==> src/rtl/seq_magnitude_compare.sv <==
// Multi-cycle magnitude comparator. It walks the operands MSB-first, one slice
// per clock, and stops at the first slice that differs. Signed mode offsets the
// top slice so a plain unsigned compare gives the two's complement order.
// The 74LS85-style cascade input resolves equal operands, so several
// instances can be chained to compare wider words.
module seq_magnitude_compare #(
    parameter int DATA_WIDTH  = 16,
    parameter int SLICE_WIDTH = 4
) (
    input  logic                  iClk,
    input  logic                  iReset,
    input  logic                  iStart,
    input  logic                  iSigned,
    input  logic [DATA_WIDTH-1:0] iData_a,
    input  logic [DATA_WIDTH-1:0] iData_b,
    input  logic [2:0]            iData,
    output logic [2:0]            oData,
    output logic                  oBusy,
    output logic                  oDone
);

    // DATA_WIDTH is expected to be a positive multiple of SLICE_WIDTH.
    localparam int NUM_SLICES = DATA_WIDTH / SLICE_WIDTH;
    localparam int IDX_W      = (NUM_SLICES > 1) ? $clog2(NUM_SLICES) : 1;
    localparam logic [IDX_W-1:0] TOP_IDX = IDX_W'(NUM_SLICES - 1);

    typedef enum logic [1:0] {
        IDLE    = 2'd0,
        COMPARE = 2'd1,
        DONE    = 2'd2
    } stateType;

    stateType              stateReg;
    logic [DATA_WIDTH-1:0] aReg;
    logic [DATA_WIDTH-1:0] bReg;
    logic [2:0]            cascadeReg;
    logic                  signedReg;
    logic [IDX_W-1:0]      idxReg;
    logic [2:0]            dataReg;
    logic                  busyReg;
    logic                  doneReg;

    logic [SLICE_WIDTH-1:0] aSlices [NUM_SLICES];
    logic [SLICE_WIDTH-1:0] bSlices [NUM_SLICES];
    logic [SLICE_WIDTH-1:0] aSel;
    logic [SLICE_WIDTH-1:0] bSel;
    logic [2:0]             cascadeResult;

    // Split the latched operands into slices, slice 0 holding the LSBs.
    generate
        for (genvar gi = 0; gi < NUM_SLICES; gi++) begin : gSlice
            assign aSlices[gi] = aReg[gi*SLICE_WIDTH +: SLICE_WIDTH];
            assign bSlices[gi] = bReg[gi*SLICE_WIDTH +: SLICE_WIDTH];
        end
    endgenerate

    // Select the current slice and, in signed mode, flip the sign bit of the top slice.
    always_comb begin
        aSel = aSlices[idxReg];
        bSel = bSlices[idxReg];
        if (signedReg && (idxReg == TOP_IDX)) begin
            aSel[SLICE_WIDTH-1] = ~aSel[SLICE_WIDTH-1];
            bSel[SLICE_WIDTH-1] = ~bSel[SLICE_WIDTH-1];
        end
    end

    // 74LS85 cascade resolution for fully equal operands.
    always_comb begin
        cascadeResult = 3'b001;
        if (cascadeReg[0]) begin
            cascadeResult = 3'b001;
        end else begin
            case (cascadeReg[2:1])
                2'b10:   cascadeResult = 3'b100;
                2'b01:   cascadeResult = 3'b010;
                2'b11:   cascadeResult = 3'b000;
                default: cascadeResult = 3'b110;
            endcase
        end
    end

    // Control FSM with the latched operands and registered outputs.
    always_ff @(posedge iClk) begin
        if (iReset) begin
            stateReg   <= IDLE;
            aReg       <= '0;
            bReg       <= '0;
            cascadeReg <= '0;
            signedReg  <= 1'b0;
            idxReg     <= '0;
            dataReg    <= 3'b000;
            busyReg    <= 1'b0;
            doneReg    <= 1'b0;
        end else begin
            doneReg <= 1'b0;
            case (stateReg)
                IDLE, DONE: begin
                    if (iStart) begin
                        aReg       <= iData_a;
                        bReg       <= iData_b;
                        cascadeReg <= iData;
                        signedReg  <= iSigned;
                        idxReg     <= TOP_IDX;
                        busyReg    <= 1'b1;
                        stateReg   <= COMPARE;
                    end else begin
                        busyReg  <= 1'b0;
                        stateReg <= IDLE;
                    end
                end
                COMPARE: begin
                    if (aSel > bSel) begin
                        dataReg  <= 3'b100;
                        busyReg  <= 1'b0;
                        doneReg  <= 1'b1;
                        stateReg <= DONE;
                    end else if (aSel < bSel) begin
                        dataReg  <= 3'b010;
                        busyReg  <= 1'b0;
                        doneReg  <= 1'b1;
                        stateReg <= DONE;
                    end else if (idxReg != '0) begin
                        idxReg <= idxReg - 1'b1;
                    end else begin
                        dataReg  <= cascadeResult;
                        busyReg  <= 1'b0;
                        doneReg  <= 1'b1;
                        stateReg <= DONE;
                    end
                end
                default: begin
                    busyReg  <= 1'b0;
                    stateReg <= IDLE;
                end
            endcase
        end
    end

    assign oData = dataReg;
    assign oBusy = busyReg;
    assign oDone = doneReg;

endmodule

==> config.mk <==
export PLATFORM = sky130hd
export DESIGN_NAME = seq_magnitude_compare
export DESIGN_NICKNAME = d
export VERILOG_FILES = /design/src/rtl/seq_magnitude_compare.sv
export SDC_FILE = /design/constraint.sdc
export NUM_CORES = 1
export LEC_CHECK = 0
export CORE_MARGIN = 4
export CORE_UTILIZATION = 50
export DETAILED_ROUTE_END_ITERATION = 10
export HOLD_SLACK_MARGIN = 0.06
export PLACE_DENSITY_LB_ADDON = 0.12
export SYNTH_ARGS = -nofsm -noshare
export SYNTH_HDL_FRONTEND = slang
export SYNTH_SLANG_ARGS = --single-unit
==> constraint.sdc <==
create_clock -name iClk -period 3.43 [get_ports iClk]
set_input_delay 0.686 -clock iClk [delete_from_list [all_inputs] [get_ports iClk]]
set_output_delay 0.686 -clock iClk [all_outputs]
set_load 0.005 [all_outputs]
Yosys cells after proc, flatten, opt, wreduce, memory -nomap -nowiden
Cells that the tools add are included.
Widths: inputs -> output; s select.
{ "word_totals": {"ff_bits": 45, "latch_bits": 0, "ramBits": 0, "mem_bits_ro": 0, "in_bits": 39, "output_inout_bits": 5, "word_cells": 69, "memories": 0} }
{ "op_classes": {"addsub": 1, "mul": 0, "div_mod_pow": 0, "magnitude_cmp": 3, "eq_ne": 12, "shifts": 0, "mux": 31, "bitwise_logic": 4, "n_reduce_logical": 9} }
{ "ops": {"columns": ["operator", "n"], "rows": [
  ["$bmux 4 s2", 2],
  ["$mux 4", 4],
  ["$mux 2", 7],
  ["$mux 3", 4],
  ["$mux 1", 10],
  ["$pmux 3 s3", 1],
  ["$eq 2x2->1 const B", 4],
  ["$ne 2x2->1 const B", 4],
  ["$pmux 2 s2", 2],
  ["$reduce_and 5->1", 1],
  ["$eq 2x1->1 const B", 2],
  ["$gt 4x4->1", 1],
  ["$lt 4x4->1", 1],
  ["$ne 4x4->1 const B", 1],
  ["$reduce_and 2->1", 2],
  ["$reduce_bool 2->1", 2],
  ["$reduce_or 2->1", 2],
  ["$ge 3x3->1 const B", 1],
  ["$ne 3x3->1 const B", 1],
  ["$not 1->1", 3],
  ["$not 2->3", 1],
  ["$logic_not 2->1", 1],
  ["$pmux 1 s2", 1],
  ["$sub 2x1->2 const B", 1],
  ["$logic_and 1x1->1", 1]
]} }

Longest topological paths before layout
Gate-level depths: netlist of run 1.
{ "logic_depth": {"word_depth": 10, "ltp_mapped": 8, "depth_no_buf": 8} }

Least setup slack after synthesis of run 1
OpenSTA, ideal clock, no wires.
{ "synth_timing": {"kind": "flip-flop to flip-flop", "start": "register idxReg[0]", "end": "register dataReg[0] (netlist: oData[0])", "arrival_ps": 2263, "required_ps": 3313, "path_slack_ps": 1050, "stages_incl_launch_ff": 9, "n_path_buf": 1, "period_less_slack_ps": 2380, "cell_sequence": "dfxtp_1 buf_4 mux4_2 xnor2_1 ha_1 a21oi_1 inv_1 o21a_1 a32o_1"} }
{ "synth_between": {"elab_chain_len": 9, "word_cells_on_any_way": 20, "cone_classes": "order compare (2); eq/ne (2); mux (10); bitwise (3); reduce/logical (3)"} }
{ "synth_lines": {"columns": ["element", "line", "rtl"], "rows": [
  ["start, declared", "38", "logic [IDX_W-1:0] idxReg;"],
  ["start signal, assigned", "123", "idxReg <= idxReg - 1'b1;"],
  ["$not 2->3 (not written as such)", "59, 60", null],
  ["$bmux 4 s2, on equally long branches", "59, 60", null],
  ["$mux 4, on equally long branches (2 in a row)", "59, 60", null],
  ["$not 1->1, on equally long branches", "62, 63", null],
  ["$mux 1", "61", "if (signedReg && (idxReg == TOP_IDX)) begin"],
  ["$gt 4x4->1 / $lt 4x4->1 (equally long branches)", "112, 117", null],
  ["$ne 3x3->1 (no line) / $mux 3 (equally long branches)", null, null],
  ["$reduce_and 2->1 (no line) / $mux 3 (equally long branches)", null, null],
  ["end signal, assigned", "125", "dataReg <= cascadeResult;"],
  ["end, declared", "39", "logic [2:0] dataReg;"]
]} }
Parallel ways exist; a longest one is shown, timed or not. The select of a mux whose other input is x is not followed.
A chain may end at the register's enable or synchronous reset.

Worst setup path in the final report of run 1
{ "layout_timing": {"start": "register idxReg[0]", "end": "register dataReg[1] (netlist: oData[1])"} }
Same word-level chain as after synthesis.

==> results.py, run 1 <==
metrics = {
    "routing": {
        "drc_violation_count_after_routing": 0,
        "vias_per_cell": 5.22,
        "routed_wl_um": 4120,
        "drt_iter0_markers": 65,
        "wl_per_cell_um": 13.0,
        "drt_pre_antenna_iters": 4,
        "drt.antenna.violating_nets": 0,
        "via_count": 1655,
    },
    "yosys": {
        "netlist.top_cell.by_area": "sky130_fd_sc_hd__dfxtp_1",
        "post_synth_mux_area_share": 0.0903,
        "syn-cell-area_um2": 2000,
        "synth_top_family_by_area": "simple AND/OR/NAND/NOR gates",
        "simple_gate_share_of_the_synthesized_area": 0.195,
        "async_flop_share": 0,
        "ys_seq_elements": 45,
        "number_of_warnings_printed_during_yosys_synthesis": 0,
        "synth_sequential_area_ratio": 0.451,
        "synth_compound_area_frac": 0.166,
        "synth_top_cells_by_area": "sky130_fd_sc_hd__dfxtp_1 (45%), sky130_fd_sc_hd__nand2_1 (14%), sky130_fd_sc_hd__a21oi_1 (10%)",
        "synthesis.area_per_instance_um2": 8.75,
        "synth-edff-count": 0,
        "fraction_of_the_mapped_netlist_area_in_adder_cells": 0.0376,
        "post_synth_inst_count": 228,
        "synth_flop_cell": "sky130_fd_sc_hd__dfxtp_1",
        "synthXorXnorAreaFrac": 0.00878,
        "yosys.cell_types.count": 29,
        "yosysTopAreaCellShare": 0.451,
        "synth.net_count": 273,
    },
    "setup_path": {
        "critical_path_peak_fanout": 9,
        "required_ns": 3.62,
        "critical_path.startpoint_type": "flop",
        "worst_ep_arrival_time_ns": 2.83,
        "path_class": "flop to flop",
        "cp-end-kind": "flop",
    },
    "run": {
        "maxCapViolCount": 0,
    },
    "timing": {
        "timing.final.crit_period_ns": 2.64,
        "holdWs_ns": 0.460,
        "grt_setup_unrepaired": "no",
        "final.setup.tns_ns": 0,
        "clock.fmax_mhz": 379,
        "relSlewSlack": 0.602,
        "timing_worst_slew_pin_value_ns": 0.596,
        "worst_clock_skew_on_the_final_layout_ns": 0.0102,
        "finalMaxSlewViolations": 0,
        "finalSetupViolCount": 0,
        "layout_worst_path_cycle_share": 0.769,
        "hold_violations": 0,
    },
    "clocking": {
        "max-clock-path-buffers": 2,
        "htreeDepth": 2,
        "tritoncts.num_buffers": 5,
        "postCtsSetupBuffers": 0,
        "post_cts_resize_count": 0,
        "clk_pin_slew_ns": 0.08,
        "cts_hold_repair.buffers": 0,
        "clockRootBuffer": "sky130_fd_sc_hd__clkbuf_8",
        "tritoncts": "yes",
        "clock-sinks": 45,
        "worst_skew_pair_later_pin_latency_ns": 0.30,
    },
    "grt": {
        "initial_antenna_violation_count": 0,
        "residual_overflow_from_global_routing": 0,
        "grt_max_degree": 27,
        "via_count_of_the_first_global_routing_pass": 1543,
        "grt_usage": 0.168,
        "grt_first_pass_wirelength_um": 6730,
    },
    "power": {
        "p_leak_nw": 0.998,
        "power-per-cell-area_nw_per_um2": 471,
        "peakVddDrop_uv": 305,
    },
    "die": {
        "placement_rows": 22,
        "core_area_um2": 3770,
        "initial_core_util": 0.529,
        "floorplan.die_area_um2": 5070,
        "io_pins": 44,
        "die_h_um": 71.2,
        "floorplan.die.width_um": 71.2,
    },
    "place": {
        "numPortBuffers": 43,
        "finalWeightedCongestion": 0.851,
        "dp_hpwl_um": 3050,
    },
    "min_path": {
        "min_delay_worst_type": "flop to flop",
    },
    "final_layout": {
        "n_fill_cell": 311,
        "finish.net_count": 314,
        "area_delta_synth_final_pct": 28.7,
        "antenna-diode-count": 0,
        "drive_above_1_share": 0.104,
    },
    "outcome": {
        "run_status": "finished, final reports clean",
    },
}
-- metal layers --
layer	GRT usage	wire [um]	vias to the layer above
met4	0.0564	56	0
met1	0.207	1880	771
li1	-	-	844
met5	0	0	-
met2	0.284	1980	32
met3	0.0426	207	8
-- worst paths after layout --
path / to / slack, ns / startpoint / cells past startpoint
worst max-delay path: oData[1] / 0.79 / idxReg[0] / 7
worst min register to register: aReg[8] / 0.46 / aReg[8] / 2
worst min-delay path: aReg[8] / 0.46 / aReg[8] / 2
worst max register to register: oData[1] / 0.79 / idxReg[0] / 7
-- critical path, stage by stage (launching register included) --
cell and delay [ns]:
sky130_fd_sc_hd__dfxtp_1 0.62, sky130_fd_sc_hd__mux4_2 0.57, sky130_fd_sc_hd__xnor2_1 0.15, sky130_fd_sc_hd__ha_1 0.35, sky130_fd_sc_hd__a21oi_1 0.21, sky130_fd_sc_hd__inv_1 0.13
sky130_fd_sc_hd__o21a_1 0.23, sky130_fd_sc_hd__a221oi_1 0.27
-- Yosys cell counts, types with 2 or more instances --
cell type	instances
sky130_fd_sc_hd__clkbuf_1	7
sky130_fd_sc_hd__o211a_1	2
sky130_fd_sc_hd__ha_1	6
sky130_fd_sc_hd__buf_2	7
sky130_fd_sc_hd__nor2b_1	2
sky130_fd_sc_hd__nor2_1	6
sky130_fd_sc_hd__mux4_2	8
sky130_fd_sc_hd__inv_1	9
sky130_fd_sc_hd__a21oi_1	40
sky130_fd_sc_hd__nand2_1	75
sky130_fd_sc_hd__nand2b_1	3
sky130_fd_sc_hd__a32o_1	2
sky130_fd_sc_hd__dfxtp_1	45
-- flip-flops by register name, summed over array words and instances, names as in the netlist --
signal / cells
bReg: 16
signedReg: 1
aReg: 16
oBusy: 1
oDone: 1
stateReg: 2
idxReg: 2
cascadeReg: 3
oData: 3
-- kinds of logic (layout without fill, tap and decap cells) --
logic type               Yosys count  in the layout
AND/OR/NAND/NOR                   90             90
AO/OA/AOI/OAI                     53             53
flip-flops                        45             45
buffers and inverters             24             65
multiplexers                       8              8
adder cells (fa/ha/maj)            6              6
XOR/XNOR                           2              2
-- power by group --
group	switching (W)	internal [W]
Sequential	0.0000262	0.000557
Clock	0.000169	0.000212
Combinational	0.000120	0.000125
Total	0.000316	0.000894
-- per-stage QoR --
step / std cells / worst slack, ns / util / area, um^2 / power, W
after floorplan: 228 / 1.05 / - / 2000 / 0.000753
after global placement: 310 / 0.887 / 0.654 / 2460 / 0.000837
after detailed placement: 310 / 0.807 / 0.654 / 2460 / 0.000842
after CTS: 317 / 0.783 / 0.681 / 2570 / 0.00122
after global routing: 317 / 0.603 / 0.681 / 2570 / 0.00126
final: 317 / 0.791 / 0.681 / 2570 / 0.00121
-- layout make-up --
class	count	area (um^2)	area share
clock inverters	2	35.0	0.0136
repair buffers	49	475	0.185
inverters	9	33.8	0.0132
clock buffers	5	68.8	0.0268
flip-flops and latches	45	901	0.351
multi-input cells	159	995	0.387
well taps	48	60.1	0.0234
-- layout by cell type, fill, tap and decap left out --
cell type,netlist,final
sky130_fd_sc_hd__a211oi_1,1,1
sky130_fd_sc_hd__a21oi_1,40,40
sky130_fd_sc_hd__a21oi_2,1,1
sky130_fd_sc_hd__a221oi_1,1,1
sky130_fd_sc_hd__a311oi_2,1,1
sky130_fd_sc_hd__a32o_1,2,2
sky130_fd_sc_hd__and2b_1,1,1
sky130_fd_sc_hd__and3_1,1,1
sky130_fd_sc_hd__buf_4,1,6
sky130_fd_sc_hd__bufinv_16,0,1
sky130_fd_sc_hd__clkbuf_8,0,5
sky130_fd_sc_hd__clkdlybuf4s50_1,0,43
sky130_fd_sc_hd__clkinv_2,0,1
sky130_fd_sc_hd__dfxtp_1,45,45
sky130_fd_sc_hd__ha_1,6,6
sky130_fd_sc_hd__inv_1,9,9
sky130_fd_sc_hd__mux4_2,8,8
sky130_fd_sc_hd__nand2_1,75,75
sky130_fd_sc_hd__nand2b_1,3,3
sky130_fd_sc_hd__nand4_4,1,1
sky130_fd_sc_hd__nor2_1,6,6
sky130_fd_sc_hd__nor2b_1,2,1
sky130_fd_sc_hd__nor2b_2,0,1
sky130_fd_sc_hd__nor3b_4,1,1
sky130_fd_sc_hd__o211a_1,2,2
sky130_fd_sc_hd__o211ai_1,1,1
sky130_fd_sc_hd__o21a_1,1,1
sky130_fd_sc_hd__o21ai_0,1,1
sky130_fd_sc_hd__o21ai_2,1,1
sky130_fd_sc_hd__o31ai_4,1,1
sky130_fd_sc_hd__xnor2_1,1,1
sky130_fd_sc_hd__xor2_1,1,1
Power figures use the tool's default switching activity.
==> inputs of run 2 (changes only) <==
- clock period: 3.43 -> 2.5 ns (I/O delays scaled with it)
==> results.py, run 2 (same netlist as run 1, synthesis figures left out) <==
metrics = {
    "outcome": {
        "run_status": "finished, final reports clean",
    },
    "place": {
        "placement.cell_area_um2": 2490,
        "dp_hpwl_um": 3230,
        "finalWeightedCongestion": 0.799,
        "post-place-ws_ns": 0.116,
        "numPortBuffers": 43,
    },
    "die": {
        "io_pins": 44,
        "floorplan.die.width_um": 71.2,
        "die_h_um": 71.2,
        "floorplan.die_area_um2": 5070,
        "placement_rows": 22,
        "core_area_um2": 3770,
        "initial_core_util": 0.529,
    },
    "setup_path": {
        "setup.worst_path.end": "idxReg[1]",
        "r2r_slack_ns": 0.17,
        "cp_max_stage_cell": "sky130_fd_sc_hd__mux4_2",
        "critical_path_peak_fanout": 5,
        "path_class": "flop to flop",
        "cp-end-kind": "flop",
        "required_ns": 2.71,
        "critical_path.startpoint": "idxReg[0]",
        "rr_endpoint": "idxReg[1]",
        "critical_path.startpoint_type": "flop",
        "worst_ep_arrival_time_ns": 2.54,
        "r2r_cells": 7,
        "critical_path.max_stage_delay_ns": 0.53,
        "r2r-start": "idxReg[0]",
        "timing.critical_path.cells": "mux4_2 -> xnor2_1 -> ha_1 -> nand4_4 -> nor3b_4 -> o21ai_2 -> a311oi_2",
    },
    "power": {
        "p_leak_nw": 1.01,
        "power-per-cell-area_nw_per_um2": 616,
        "peakVddDrop_uv": 408,
        "power.total_w": 0.00159,
    },
    "timing": {
        "relSlewSlack": 0.778,
        "finalMaxSlewViolations": 0,
        "finalSetupViolCount": 0,
        "clock.fmax_mhz": 429,
        "final.setup.tns_ns": 0,
        "hold_violations": 0,
        "layout_worst_path_cycle_share": 0.933,
        "worst_clock_skew_on_the_final_layout_ns": 0.00448,
        "layout_setup_ws_ns": 0.168,
        "grt_setup_unrepaired": "no",
        "timing.final.crit_period_ns": 2.33,
        "timing_worst_slew_pin_value_ns": 0.333,
    },
    "final_layout": {
        "layout.cells.most_common_list": "sky130_fd_sc_hd__nand2_1 (75), sky130_fd_sc_hd__dfxtp_1 (44), sky130_fd_sc_hd__clkdlybuf4s50_1 (43)",
        "register_area_um2": 902,
        "multi_input_gate_area_in_the_final_layout_um2": 995,
        "drive_above_1_share": 0.117,
        "layout.core_utilization": 0.685,
        "layout_top_registers": "aReg x16, bReg x16",
        "final_area_um2": 2580,
        "area_delta_synth_final_pct": 29.4,
        "n_fill_cell": 332,
        "layout_commonest_cell": "sky130_fd_sc_hd__nand2_1",
        "antenna-diode-count": 0,
        "finish.net_count": 318,
    },
    "grt": {
        "grt_first_pass_wirelength_um": 7110,
        "grt_usage": 0.178,
        "via_count_of_the_first_global_routing_pass": 1569,
        "grt_max_degree": 27,
        "residual_overflow_from_global_routing": 0,
        "initial_antenna_violation_count": 0,
    },
    "routing": {
        "wl_per_cell_um": 13.3,
        "drc_violation_count_after_routing": 0,
        "drt.antenna.violating_nets": 0,
        "drt_pre_antenna_iters": 4,
        "routed_wl_um": 4260,
        "vias_per_cell": 5.23,
        "drt_iter0_markers": 61,
        "via_count": 1680,
    },
    "clocking": {
        "post_cts_resize_count": 0,
        "max-clock-path-buffers": 2,
        "htreeDepth": 2,
        "worst_skew_pair_later_pin_latency_ns": 0.29,
        "clock-sinks": 45,
        "postCtsSetupBuffers": 0,
        "cts_hold_repair.buffers": 0,
        "tritoncts": "yes",
        "tritoncts.num_buffers": 5,
        "clk_pin_slew_ns": 0.07,
        "clockRootBuffer": "sky130_fd_sc_hd__clkbuf_8",
    },
    "run": {
        "maxCapViolCount": 0,
    },
    "min_path": {
        "min_delay_worst_type": "flop to flop",
    },
}
[run 2: cell types whose count changed in the layout (fill, tap and decap cells not counted)]
cell                        previous run  this run
sky130_fd_sc_hd__bufinv_16             1         0
sky130_fd_sc_hd__dfxtp_1              45        44
sky130_fd_sc_hd__clkbuf_1              0         1
sky130_fd_sc_hd__clkbuf_8              5         6
sky130_fd_sc_hd__dfxtp_2               0         1
sky130_fd_sc_hd__buf_4                 6        10
sky130_fd_sc_hd__clkinv_2              1         0
[run 2: area by class of cell]
cell class              instances  share of cell area
multi-input cells             159               0.385
flip-flops and latches         45               0.349
repair buffers                 53               0.196
clock buffers                   7              0.0334
well taps                      48              0.0233
inverters                       9              0.0131
[run 2: critical path, delay by kind of cell (launching register included)]
kind	cells	cell delay, ns
AND/OR/NAND/NOR	2	0.45
adder cells (fa/ha/maj)	1	0.37
AO/OA/AOI/OAI	2	0.38
flip-flops	1	0.38
XOR/XNOR	1	0.15
multiplexers	1	0.53
[run 2: power breakdown]
part / internal (W) / switching, W
clock: 0.000219 / 0.000222
combinational: 0.000179 / 0.000175
sequential: 0.000764 / 0.0000306
total: 0.00116 / 0.000428
[run 2: metal layers]
layer	vias to the layer above	wire length, um	GRT usage
met3	8	272	0.0483
met1	773	1870	0.231
met2	46	2020	0.278
li1	853	-	-
met5	-	0	0
met4	0	94	0.0772
[run 2: worst min-delay path by stage]
stage / endpoint / slack (ns) / start / depth (start not counted)
finish: aReg[0] / 0.46 / aReg[0] / 2
global route: aReg[6] / 0.48 / aReg[6] / 2
CTS: aReg[4] / 0.46 / aReg[4] / 2
detailed placement: aReg[4] / 0.45 / aReg[4] / 2
global placement: bReg[6] / 0.44 / bReg[6] / 2
floorplan: aReg[10] / 0.43 / aReg[10] / 2
[run 2: metrics by stage]
step	hold slack (ns)	std cells
2_1_floorplan	0.433	228
3_3_place_gp	0.442	314
3_5_place_dp	0.452	314
4_1_cts	0.463	321
5_1_grt	0.484	321
6_report	0.459	321
==> inputs of run 3 (changes only) <==
- DONT_BUFFER_PORTS: default -> 1
- PLACE_DENSITY: default -> 0.75
- PLACE_DENSITY_LB_ADDON: 0.12 -> default
==> results.py, run 3 (same netlist as run 1, synthesis figures left out) <==
metrics = {
    "timing": {
        "clock.fmax_mhz": 427,
        "final.setup.tns_ns": 0,
        "relSlewSlack": 0.595,
        "hold_violations": 0,
        "timing.final.crit_period_ns": 2.34,
        "layout_worst_path_cycle_share": 0.938,
        "timing_worst_slew_pin_value_ns": 0.604,
        "grt_setup_unrepaired": "no",
        "finalSetupViolCount": 0,
        "finalMaxSlewViolations": 0,
        "worst_clock_skew_on_the_final_layout_ns": 0.00501,
    },
    "routing": {
        "wl_per_cell_um": 13.9,
        "drt_iter0_markers": 76,
        "via_count": 1478,
        "drc_violation_count_after_routing": 0,
        "vias_per_cell": 5.37,
        "drt_pre_antenna_iters": 4,
        "drt.antenna.violating_nets": 0,
        "routed_wl_um": 3840,
    },
    "final_layout": {
        "finish.net_count": 271,
        "area_delta_synth_final_pct": 8.03,
        "n_fill_cell": 363,
        "layout_top_registers": "aReg x16, bReg x16",
        "layout.core_utilization": 0.572,
        "drive_above_1_share": 0.132,
        "layout.cells.non_filler": 275,
        "layout_commonest_cell": "sky130_fd_sc_hd__nand2_1",
        "antenna-diode-count": 0,
        "layout.cells.most_common_list": "sky130_fd_sc_hd__nand2_1 (75), sky130_fd_sc_hd__dfxtp_1 (44), sky130_fd_sc_hd__a21oi_1 (40)",
    },
    "min_path": {
        "min_delay_worst_type": "input pin to flop",
    },
    "power": {
        "power-per-cell-area_nw_per_um2": 751,
        "p_leak_nw": 0.836,
        "peakVddDrop_uv": 417,
    },
    "die": {
        "placement_rows": 22,
        "floorplan.die.width_um": 71.2,
        "io_pins": 44,
        "initial_core_util": 0.529,
        "die_h_um": 71.2,
        "floorplan.die_area_um2": 5070,
        "core_area_um2": 3770,
    },
    "grt": {
        "grt_usage": 0.159,
        "residual_overflow_from_global_routing": 0,
        "initial_antenna_violation_count": 0,
        "grt_first_pass_wirelength_um": 6510,
        "via_count_of_the_first_global_routing_pass": 1433,
        "grt_max_degree": 47,
    },
    "setup_path": {
        "worst_ep_arrival_time_ns": 2.55,
        "critical_path.max_stage_delay_ns": 0.52,
        "critical_path.startpoint_type": "flop",
        "cp_max_stage_cell": "sky130_fd_sc_hd__mux4_2",
        "required_ns": 2.71,
        "critical_path_peak_fanout": 6,
        "timing.critical_path.cells": "buf_4 -> mux4_2 -> ha_1 -> nand4_4 -> nor3b_4 -> o21ai_2 -> a311oi_2",
        "path_class": "flop to flop",
        "cp-end-kind": "flop",
        "critPathTopFamily": "multiplexers",
        "path_buf_inv": 1,
    },
    "clocking": {
        "clk_pin_slew_ns": 0.08,
        "htreeDepth": 2,
        "cts_hold_repair.buffers": 0,
        "max-clock-path-buffers": 2,
        "clock-sinks": 45,
        "tritoncts": "yes",
        "tritoncts.num_buffers": 5,
        "worst_skew_pair_later_pin_latency_ns": 0.29,
        "clockRootBuffer": "sky130_fd_sc_hd__clkbuf_8",
    },
    "place": {
        "dp_hpwl_um": 2790,
        "finalWeightedCongestion": 0.775,
        "placedCellCount": 267,
        "numPortBuffers": 0,
    },
    "run": {
        "maxCapViolCount": 0,
    },
    "outcome": {
        "run_status": "finished, final reports clean",
    },
}
[run 3: cell types whose count changed in the layout (fill, tap and decap cells not counted)]
cell / previous run / this run
sky130_fd_sc_hd__bufinv_16: 0 / 1
sky130_fd_sc_hd__clkdlybuf4s50_1: 43 / 0
sky130_fd_sc_hd__clkinvlp_4: 0 / 1
sky130_fd_sc_hd__buf_4: 10 / 6
sky130_fd_sc_hd__clkbuf_1: 1 / 0
[run 3: worst reg2reg max path, stage by stage, from the launching register on]
cell	delay [ns]
sky130_fd_sc_hd__dfxtp_2	0.38
sky130_fd_sc_hd__buf_4	0.20
sky130_fd_sc_hd__mux4_2	0.52
sky130_fd_sc_hd__ha_1	0.35
sky130_fd_sc_hd__nand4_4	0.16
sky130_fd_sc_hd__nor3b_4	0.27
sky130_fd_sc_hd__o21ai_2	0.12
sky130_fd_sc_hd__a311oi_2	0.25
[run 3: per-stage QoR]
stage          hold slack [ns]  power (W)  worst slack, ns  cell area (um^2)
5_1_grt                  0.249    0.00169           0.0334              2160
6_report                 0.266    0.00162            0.156              2160
3_5_place_dp             0.441    0.00108           0.0695              2030
4_1_cts                  0.262    0.00163           0.0487              2150
3_3_place_gp             0.435    0.00107            0.166              2030
2_1_floorplan            0.433    0.00103            0.120              2000
[run 3: layout make-up]
class	instances	area, um^2	area share
clock buffer	6	82.6	0.0383
timing repair buffer	6	45.0	0.0209
inverter	9	33.8	0.0157
tap	48	60.1	0.0279
multi-input combinational	159	995	0.461
sequential	45	902	0.418
clock inverter	2	37.5	0.0174
[run 3: routing by layer]
metal / up-vias / routed length [um] / global-route usage
li1: 761 / - / -
met1: 674 / 1710 / 0.202
met2: 37 / 1830 / 0.259
met3: 6 / 262 / 0.0540
met4: 0 / 37 / 0.0376
met5: - / 0 / 0
[run 3: what timing repair did]
| item | in CTS | in global routing |
|---|---|---|
| gates resized for setup | 0 | 1 |
| buffers inserted | 0 | 0 |
| endpoints found under the setup margin | 0 | 5 |
[run 3: final timing paths]
check / cells after the start / startpoint / slack, ns / endpoint
min: 1 / iReset / 0.27 / aReg[1]
min reg2reg: 2 / aReg[1] / 0.45 / aReg[1]
max: 7 / idxReg[0] / 0.16 / idxReg[1]
max reg2reg: 7 / idxReg[0] / 0.16 / idxReg[1]
[run 3: power breakdown]
group          leakage, nW  total [W]  switching (W)  internal, W
combinational        0.408   0.000262       0.000149     0.000114
clock               0.0574   0.000564       0.000239     0.000325
sequential           0.370   0.000793      0.0000291     0.000764
total                0.836    0.00162       0.000417      0.00120
